File: config.mk
export PLATFORM = sky130hd
export DESIGN_NAME = flash_read_arbiter
export DESIGN_NICKNAME = d
export VERILOG_FILES = /design/src/rtl/flash_read_arbiter.sv
export SDC_FILE = /design/constraint.sdc
export NUM_CORES = 1
export LEC_CHECK = 0
export BUFFER_PORTS_ARGS = -buffer_cell sky130_fd_sc_hd__buf_2
export CAP_MARGIN = 25
export CELL_PAD_IN_SITES_DETAIL_PLACEMENT = 1
export CELL_PAD_IN_SITES_GLOBAL_PLACEMENT = 2
export CORE_ASPECT_RATIO = 1.1
export CORE_MARGIN = 4
export CORE_UTILIZATION = 34
export CTS_CLUSTER_DIAMETER = 200
export DETAILED_ROUTE_END_ITERATION = 7
export PLACE_DENSITY_LB_ADDON = 0.12
export SLEW_MARGIN = 20
export SYNTH_ARGS = -nofsm -noshare
export SYNTH_HDL_FRONTEND = slang
export SYNTH_SLANG_ARGS = --single-unit
export TNS_END_PERCENT = 30
File: constraint.sdc
create_clock -name clk -period 2.36 [get_ports clk]
set_input_delay 0.472 -clock clk [delete_from_list [all_inputs] [get_ports clk]]
set_output_delay 0.472 -clock clk [all_outputs]
set_load 0.01 [all_outputs]
File: src/rtl/flash_read_arbiter.sv
// Round-robin arbiter sharing one SPI flash (mode 0, READ 0x03) between two word-read ports.
// Handshake: reqN is a level held until ackN; ackN pulses for one cycle with dataN valid that cycle.
module flash_read_arbiter #(
    parameter int CLK_DIV   = 1,
    parameter int CS_GAP    = 2,
    parameter int ADDR_BITS = 24
) (
    input  logic                 clk,
    input  logic                 rst,
    input  logic                 req0,
    input  logic                 req1,
    input  logic [ADDR_BITS-1:0] addr0,
    input  logic [ADDR_BITS-1:0] addr1,
    output logic                 ack0,
    output logic                 ack1,
    output logic [31:0]          data0,
    output logic [31:0]          data1,
    output logic                 busy,
    output logic                 flash_csb,
    output logic                 flash_clk,
    output logic                 flash_io0,
    input  logic                 flash_io1,
    output logic [1:0]           state_dbg
);

    typedef enum logic [1:0] {IDLE = 2'd0, SHIFT = 2'd1, DONE = 2'd2, GAP = 2'd3} state_t;

    localparam logic [15:0] DIV_LAST = 16'(CLK_DIV - 1);
    localparam logic [15:0] GAP_LAST = 16'(CS_GAP - 1);

    state_t state, state_nx;

    logic        last_grant;
    logic        grant_nx;
    logic [31:0] sreg;
    logic [31:0] rx;
    logic [15:0] div_cnt;
    logic        phase;
    logic [5:0]  bit_cnt;
    logic [15:0] gap_cnt;
    logic [31:0] data0_q;
    logic [31:0] data1_q;
    logic [ADDR_BITS-1:0] sel_addr;
    logic [23:0] aligned_addr;
    logic [31:0] data_word;
    logic        tick;
    logic        bit_end;
    logic        sample;

    assign tick    = (div_cnt == DIV_LAST);
    assign bit_end = phase && tick;
    // Sample MISO in the first cycle SCK is high, only during the 32 data bits.
    assign sample  = phase && (div_cnt == 16'd0) && bit_cnt[5];

    assign grant_nx     = (req0 && req1) ? ~last_grant : req1;
    assign sel_addr     = grant_nx ? addr1 : addr0;
    assign aligned_addr = sel_addr[23:0] & 24'hFFFFFC;
    // Bytes arrive in address order; byte k of the word sits at bits [8k+7:8k].
    assign data_word    = {rx[7:0], rx[15:8], rx[23:16], rx[31:24]};

    always_ff @(posedge clk) begin
        if (rst) begin
            state <= IDLE;
        end else begin
            state <= state_nx;
        end
    end

    always_comb begin
        state_nx  = state;
        flash_csb = 1'b1;
        flash_clk = phase;
        flash_io0 = 1'b0;
        busy      = 1'b1;
        ack0      = 1'b0;
        ack1      = 1'b0;
        data0     = data0_q;
        data1     = data1_q;
        state_dbg = state;
        case (state)
            IDLE: begin
                busy = 1'b0;
                if (req0 || req1) state_nx = SHIFT;
            end
            SHIFT: begin
                flash_csb = 1'b0;
                flash_io0 = ~bit_cnt[5] & sreg[31];
                if (bit_end && bit_cnt == 6'd63) state_nx = DONE;
            end
            DONE: begin
                ack0 = ~last_grant;
                ack1 = last_grant;
                if (last_grant) data1 = data_word;
                else            data0 = data_word;
                state_nx = (GAP_LAST == 16'd0) ? IDLE : GAP;
            end
            GAP: begin
                if (gap_cnt >= GAP_LAST) state_nx = IDLE;
            end
            default: state_nx = IDLE;
        endcase
    end

    always_ff @(posedge clk) begin
        if (rst) begin
            last_grant <= 1'b1;
            sreg       <= '0;
            rx         <= '0;
            div_cnt    <= '0;
            phase      <= 1'b0;
            bit_cnt    <= '0;
            gap_cnt    <= '0;
            data0_q    <= '0;
            data1_q    <= '0;
        end else begin
            case (state)
                IDLE: begin
                    div_cnt <= '0;
                    phase   <= 1'b0;
                    bit_cnt <= '0;
                    if (req0 || req1) begin
                        last_grant <= grant_nx;
                        sreg       <= {8'h03, aligned_addr};
                    end
                end
                SHIFT: begin
                    div_cnt <= tick ? 16'd0 : div_cnt + 16'd1;
                    if (tick) phase <= ~phase;
                    if (sample) rx <= {rx[30:0], flash_io1};
                    // Advance to the next bit as SCK falls so MOSI only moves while SCK is low.
                    if (bit_end) begin
                        sreg    <= {sreg[30:0], 1'b0};
                        bit_cnt <= bit_cnt + 6'd1;
                    end
                end
                DONE: begin
                    if (last_grant) data1_q <= data_word;
                    else            data0_q <= data_word;
                    gap_cnt <= 16'd1;
                end
                GAP: begin
                    gap_cnt <= gap_cnt + 16'd1;
                end
                default: ;
            endcase
        end
    end

endmodule

## Yosys cells after proc, flatten, opt, wreduce, memory -nomap -nowiden

Cells that the tools add are included.

- Magnitude comparators: 1
- Multiplexer cells: 25
- Equality and inequality tests: 9
- Bitwise gates (word level): 4
- Reductions and logical operators: 15
- $add $sub $neg: 3

Operator list:

| operator | count |
|---|---|
| $mux 32 | 6 |
| $pmux 16 s2 | 2 |
| $pmux 32 s2 | 1 |
| $add 16x1->16 const B | 2 |
| $mux 24 | 1 |
| $ge 16x1->1 const B | 1 |
| $logic_not 16->1 | 1 |
| $mux 16 | 1 |
| $pmux 6 s2 | 1 |
| $ne 2x2->1 const B | 5 |
| $pmux 2 s4 | 1 |
| $reduce_and 2->1 | 4 |
| $mux 1 | 7 |
| $add 6x1->6 const B | 1 |
| $eq 6x6->1 const B | 1 |
| $mux 2 | 3 |
| $mux 6 | 1 |
| $reduce_and 3->1 | 2 |
| $eq 2x2->1 const B | 2 |
| $logic_and 1x1->1 | 4 |
| $reduce_bool 2->1 | 2 |
| $not 1->1 | 3 |
| $eq 2x1->1 const B | 1 |
| $logic_not 2->1 | 1 |
| 3 further kinds | 3 |

- Input bits: 53
- Word-level logic and storage cells: 67
- Output and inout port bits: 72
- Register bits after elaboration: 170

## Logic depth before layout (Yosys ltp)

- Depth after elaboration: 5
- Gate-level depth with buffers: 9
- Mapped depth without buffers: 7

## Least setup slack after synthesis

No wires, ideal clock.

- Path kind: register -> output
- Start point: register state[0] (netlist: state_dbg[0])
- End point: output port data1[10]
- Buffers on the path: 1
- Stages on the path, launching flop included: 6
- Arrival: 1668 ps
- Data required time: 1888 ps
- Slack: 220 ps
- Path through: dfxtp_1 -> inv_1 -> ha_1 -> nand2_1 -> buf_1 -> mux2_2

- Longest elaborated chain between the ends: 2

RTL lines:

| item | line | text |
|---|---|---|
| start, declared | 31 | `state_t state, state_nx;` |
| start signal, assigned | 65 | `state <= state_nx;` |
| $eq 2x2->1 | 80 | `case (state)` |
| $mux 32 | -- |  |
| end, declared | 17 | `output logic [31:0] data1,` |

Every way passes these cells.

## Worst setup path in the final report

- Start point: register state[0] (netlist: state_dbg[0])
- End point: output port data0[12]

- Longest elaborated chain between the ends: 2

RTL lines:

| item | line | text |
|---|---|---|
| $eq 2x2->1 | 80 |  |
| $mux 32 | -- |  |
| end, declared | 16 | `output logic [31:0] data0,` |

Every way passes these cells.

==> reports/qor.csv <==
stage,metric,value,unit
outcome,outcome,finished clean,
cts,cts_tree,yes,
timing,finalCritPeriodShare,0.984,
detailed_routing,wl,20.4,mm
yosys,yosysTopAreaCellShare,0.455,
timing,max_freq,0.431,GHz
global_route,track_usage,0.166,
yosys,ys_top_cells_by_area,"dfxtp_1 (45%), mux2_2 (9.9%), nand2_1 (7.1%)",
setup_path,end_kind,output pin,
detailed_routing,final_antenna_net_count,0,
floorplanning,ios,125,
yosys,synth_most_common_cell,dfxtp_1,
final_layout,drive_gt1_frac,0.281,
yosys,netlist_instances,822,
min_path,hp-class,primary input to flop,
yosys,synth_cell_type_count,54,
power,finalPower,0.00814,W
global_route,grt_pass1_vias,6622,
cts,h-tree-depth,4,
timing,holdWs,301,ps
final_layout,fill_cells,2486,
timing,relSlewSlack,0.614,
floorplanning,die-area,24200,sq um
yosys,synthesis.nets,885,
setup_path,rrSetupSlack,190,ps
floorplanning,die_x,149,um
yosys,synthFlopType,dfxtp_1,
timing,worst_pin_slew,578,ps
global_route,grt_max_degree,70,
min_path,min-delay-start,flash_io1,
power,peakVddDrop,0.546,mV
yosys,ys.warnings.count,0,
floorplanning,die-height,163,um
yosys,async_flop_share,0,
global_route,overflow,0,
placement,place_congestion,0.786,
power,powerDensity,878,nW/um^2
cts,clockBufferDepth,2,
setup_path,required,1890,ps
setup_path,arrival,1850,ps
floorplanning,coreArea,21400,sq um
yosys,yosys.area.top_type,dfxtp_1,
yosys,avgSynthCellArea,9.00,sq um
placement,port_buffers,120,
cts,hold_buffers,0,
cts,cts_root_buffer,clkbuf_16,
power,leakage,3.86,nW
setup_path,worst-path-max-fanout,5,
run,drv_cap,0,
detailed_routing,vias,6287,
placement,place_hpwl,13.5,mm
timing,setup_viol,0,
setup_path,reg2reg_from,div_cnt[0]$_SDFFE_PP0P_,
yosys,syn_area,7400,sq um
timing,fin_skew,10.7,ps
final_layout,utilization,0.434,
floorplanning,fp-row-count,56,
detailed_routing,first_iter_violations,218,
final_layout,synthToLayoutAreaGrowth,25.3,%
setup_path,rr_worst_depth,8,
timing,drv_slew,0,
yosys,synth-edff-count,0,
cts,insertion_delay,420,ps
detailed_routing,viasPerCell,5.07,
setup_path,worstReg2RegEnd,rx[16]$_SDFFE_PP0P_,
final_layout,antenna_cells,0,
final_layout,finalNetCount,1000,
global_route,antenna_found_initial,0,
cts,clk_pin_slew_worst_paths,70,ps
setup_path,crit_type,flop to output pin,
yosys,ys_seq_area_frac,0.455,
yosys,synth_top_cells_by_count,"dfxtp_1 (168), nand2_1 (139), a21oi_1 (72), and2_1 (65), mux2_2 (65)",
yosys,ys_ff_latch,168,
detailed_routing,drc,0,
timing,period_needed,2320,ps
timing,hold_violations,0,
floorplanning,initial_utilization,0.346,
cts,cts_sinks,168,
setup_path,start_kind,flop,
detailed_routing,first_pass_iters,4,
min_path,holdPathStages,3,
timing,rsz0062_at_grt,yes,
detailed_routing,drt-wirelength-per-cell,16.5,um
min_path,hold_end,rx[0]$_SDFFE_PP0P_,
global_route,grt_pass1_wl,32.9,mm
cts,cts_buffers,17,
==> metal layers <==
| metal | wire length, um | global-route usage | share of wire |
|---|---|---|---|
| met1 | 8810 | 0.198 | 0.43 |
| met2 | 10800 | 0.309 | 0.53 |
| met3 | 614 | 0.0312 | 0.030 |
| met4 | 183 | 0.0370 | 0.0090 |
| met5 | 0 | 0 | 0 |
==> flip-flops by register name, indices dropped and copies added, names as in the netlist <==
name        cells
rx             32
bit_cnt         6
div_cnt        16
last_grant      1
gap_cnt        16
sreg           30
data0_q        32
data1_q        32
flash_clk       1
state_dbg       2
==> how the worst max path moves through the flow <==
stage | start | endpoint | cells past startpoint
after floorplan | state_dbg[0]$_SDFFE_PP0P_ | data1[10] | 5
after global placement | div_cnt[0]$_SDFFE_PP0P_ | rx[29]$_SDFFE_PP0P_ | 8
after detailed placement | div_cnt[0]$_SDFFE_PP0P_ | rx[21]$_SDFFE_PP0P_ | 8
after CTS | state_dbg[0]$_SDFFE_PP0P_ | data0[0] | 6
after global routing | state_dbg[0]$_SDFFE_PP0P_ | data0[1] | 6
final | state_dbg[0]$_SDFFE_PP0P_ | data0[12] | 6
==> through the flow <==
step / setup slack [ps] / instance area, sq um / TNS, ps / cells
6_report: 38.8 / 9270 / 0 / 1240
3_5_place_dp: 168 / 8350 / 0 / 1202
4_1_cts: 4.98 / 9050 / 0 / 1237
2_1_floorplan: 220 / 7400 / 0 / 822
3_3_place_gp: 289 / 8350 / 0 / 1202
5_1_grt: -33.0 / 9270 / -155 / 1240
==> final cells by class <==
cell class | instances | area [sq um] | share of cell area
well taps | 290 | 363 | 0.0391
multi-input cells | 583 | 3870 | 0.418
clock inverters | 14 | 164 | 0.0177
repair buffers | 148 | 1000 | 0.108
inverters | 19 | 72.6 | 0.00783
clock buffers | 18 | 429 | 0.0463
flip-flops and latches | 168 | 3370 | 0.363
==> placed cells by master, fill, tap and decap left out, types with 3 or more instances in the layout <==
| cell type | n |
|---|---|
| buf_4 | 20 |
| nor2_1 | 36 |
| mux2_2 | 36 |
| o211ai_1 | 22 |
| mux2_4 | 29 |
| or3_1 | 5 |
| nor3_1 | 16 |
| nand3_1 | 19 |
| and2_1 | 65 |
| buf_12 | 4 |
| and3_1 | 6 |
| nor4_1 | 6 |
| clkinvlp_4 | 4 |
| a31oi_1 | 4 |
| inv_1 | 17 |
| nand4_1 | 12 |
| nand2_1 | 138 |
| nor4_2 | 3 |
| buf_16 | 3 |
| xor2_1 | 7 |
| a21oi_1 | 71 |
| clkbuf_16 | 19 |
| mux2i_1 | 21 |
| buf_2 | 112 |
| a22oi_1 | 6 |
| a21o_1 | 3 |
| dfxtp_1 | 166 |
| a311oi_1 | 8 |
| buf_6 | 7 |
| inv_8 | 4 |
| xnor2_1 | 5 |
| o21ai_0 | 19 |
| ha_1 | 8 |
==> power by group <==
| group | switching, W | internal (W) |
|---|---|---|
| logic | 0.00129 | 0.000848 |
| registers | 0.000142 | 0.00307 |
| clock network | 0.00127 | 0.00151 |
| total | 0.00271 | 0.00543 |
==> worst max-delay path: stages (launching register included) <==
cell and delay, ps:
dfxtp_2 330, inv_2 60, ha_4 180, nand2b_4 180, clkbuf_16 200, mux2_2 340, buf_2 140
==> logic make-up (layout without fill, tap and decap cells) <==
kind of cell	after synthesis	in the layout	share of synthesized area
flops	168	168	0.455
compound gates	148	148	0.122
mux	87	87	0.129
simple gates	326	326	0.220
fa+ha+maj	10	10	0.0169
xor+xnor	12	12	0.0142
buf+inv	71	199	0.0431
==> timing repair <==
| action | in CTS | in global routing |
|---|---|---|
| gates resized for setup | 13 | 38 |
| endpoints found under the setup margin | 65 | 36 |
| gates cloned | 3 | 2 |
| buffers inserted | 0 | 1 |
(Power assumes the default switching activity.)
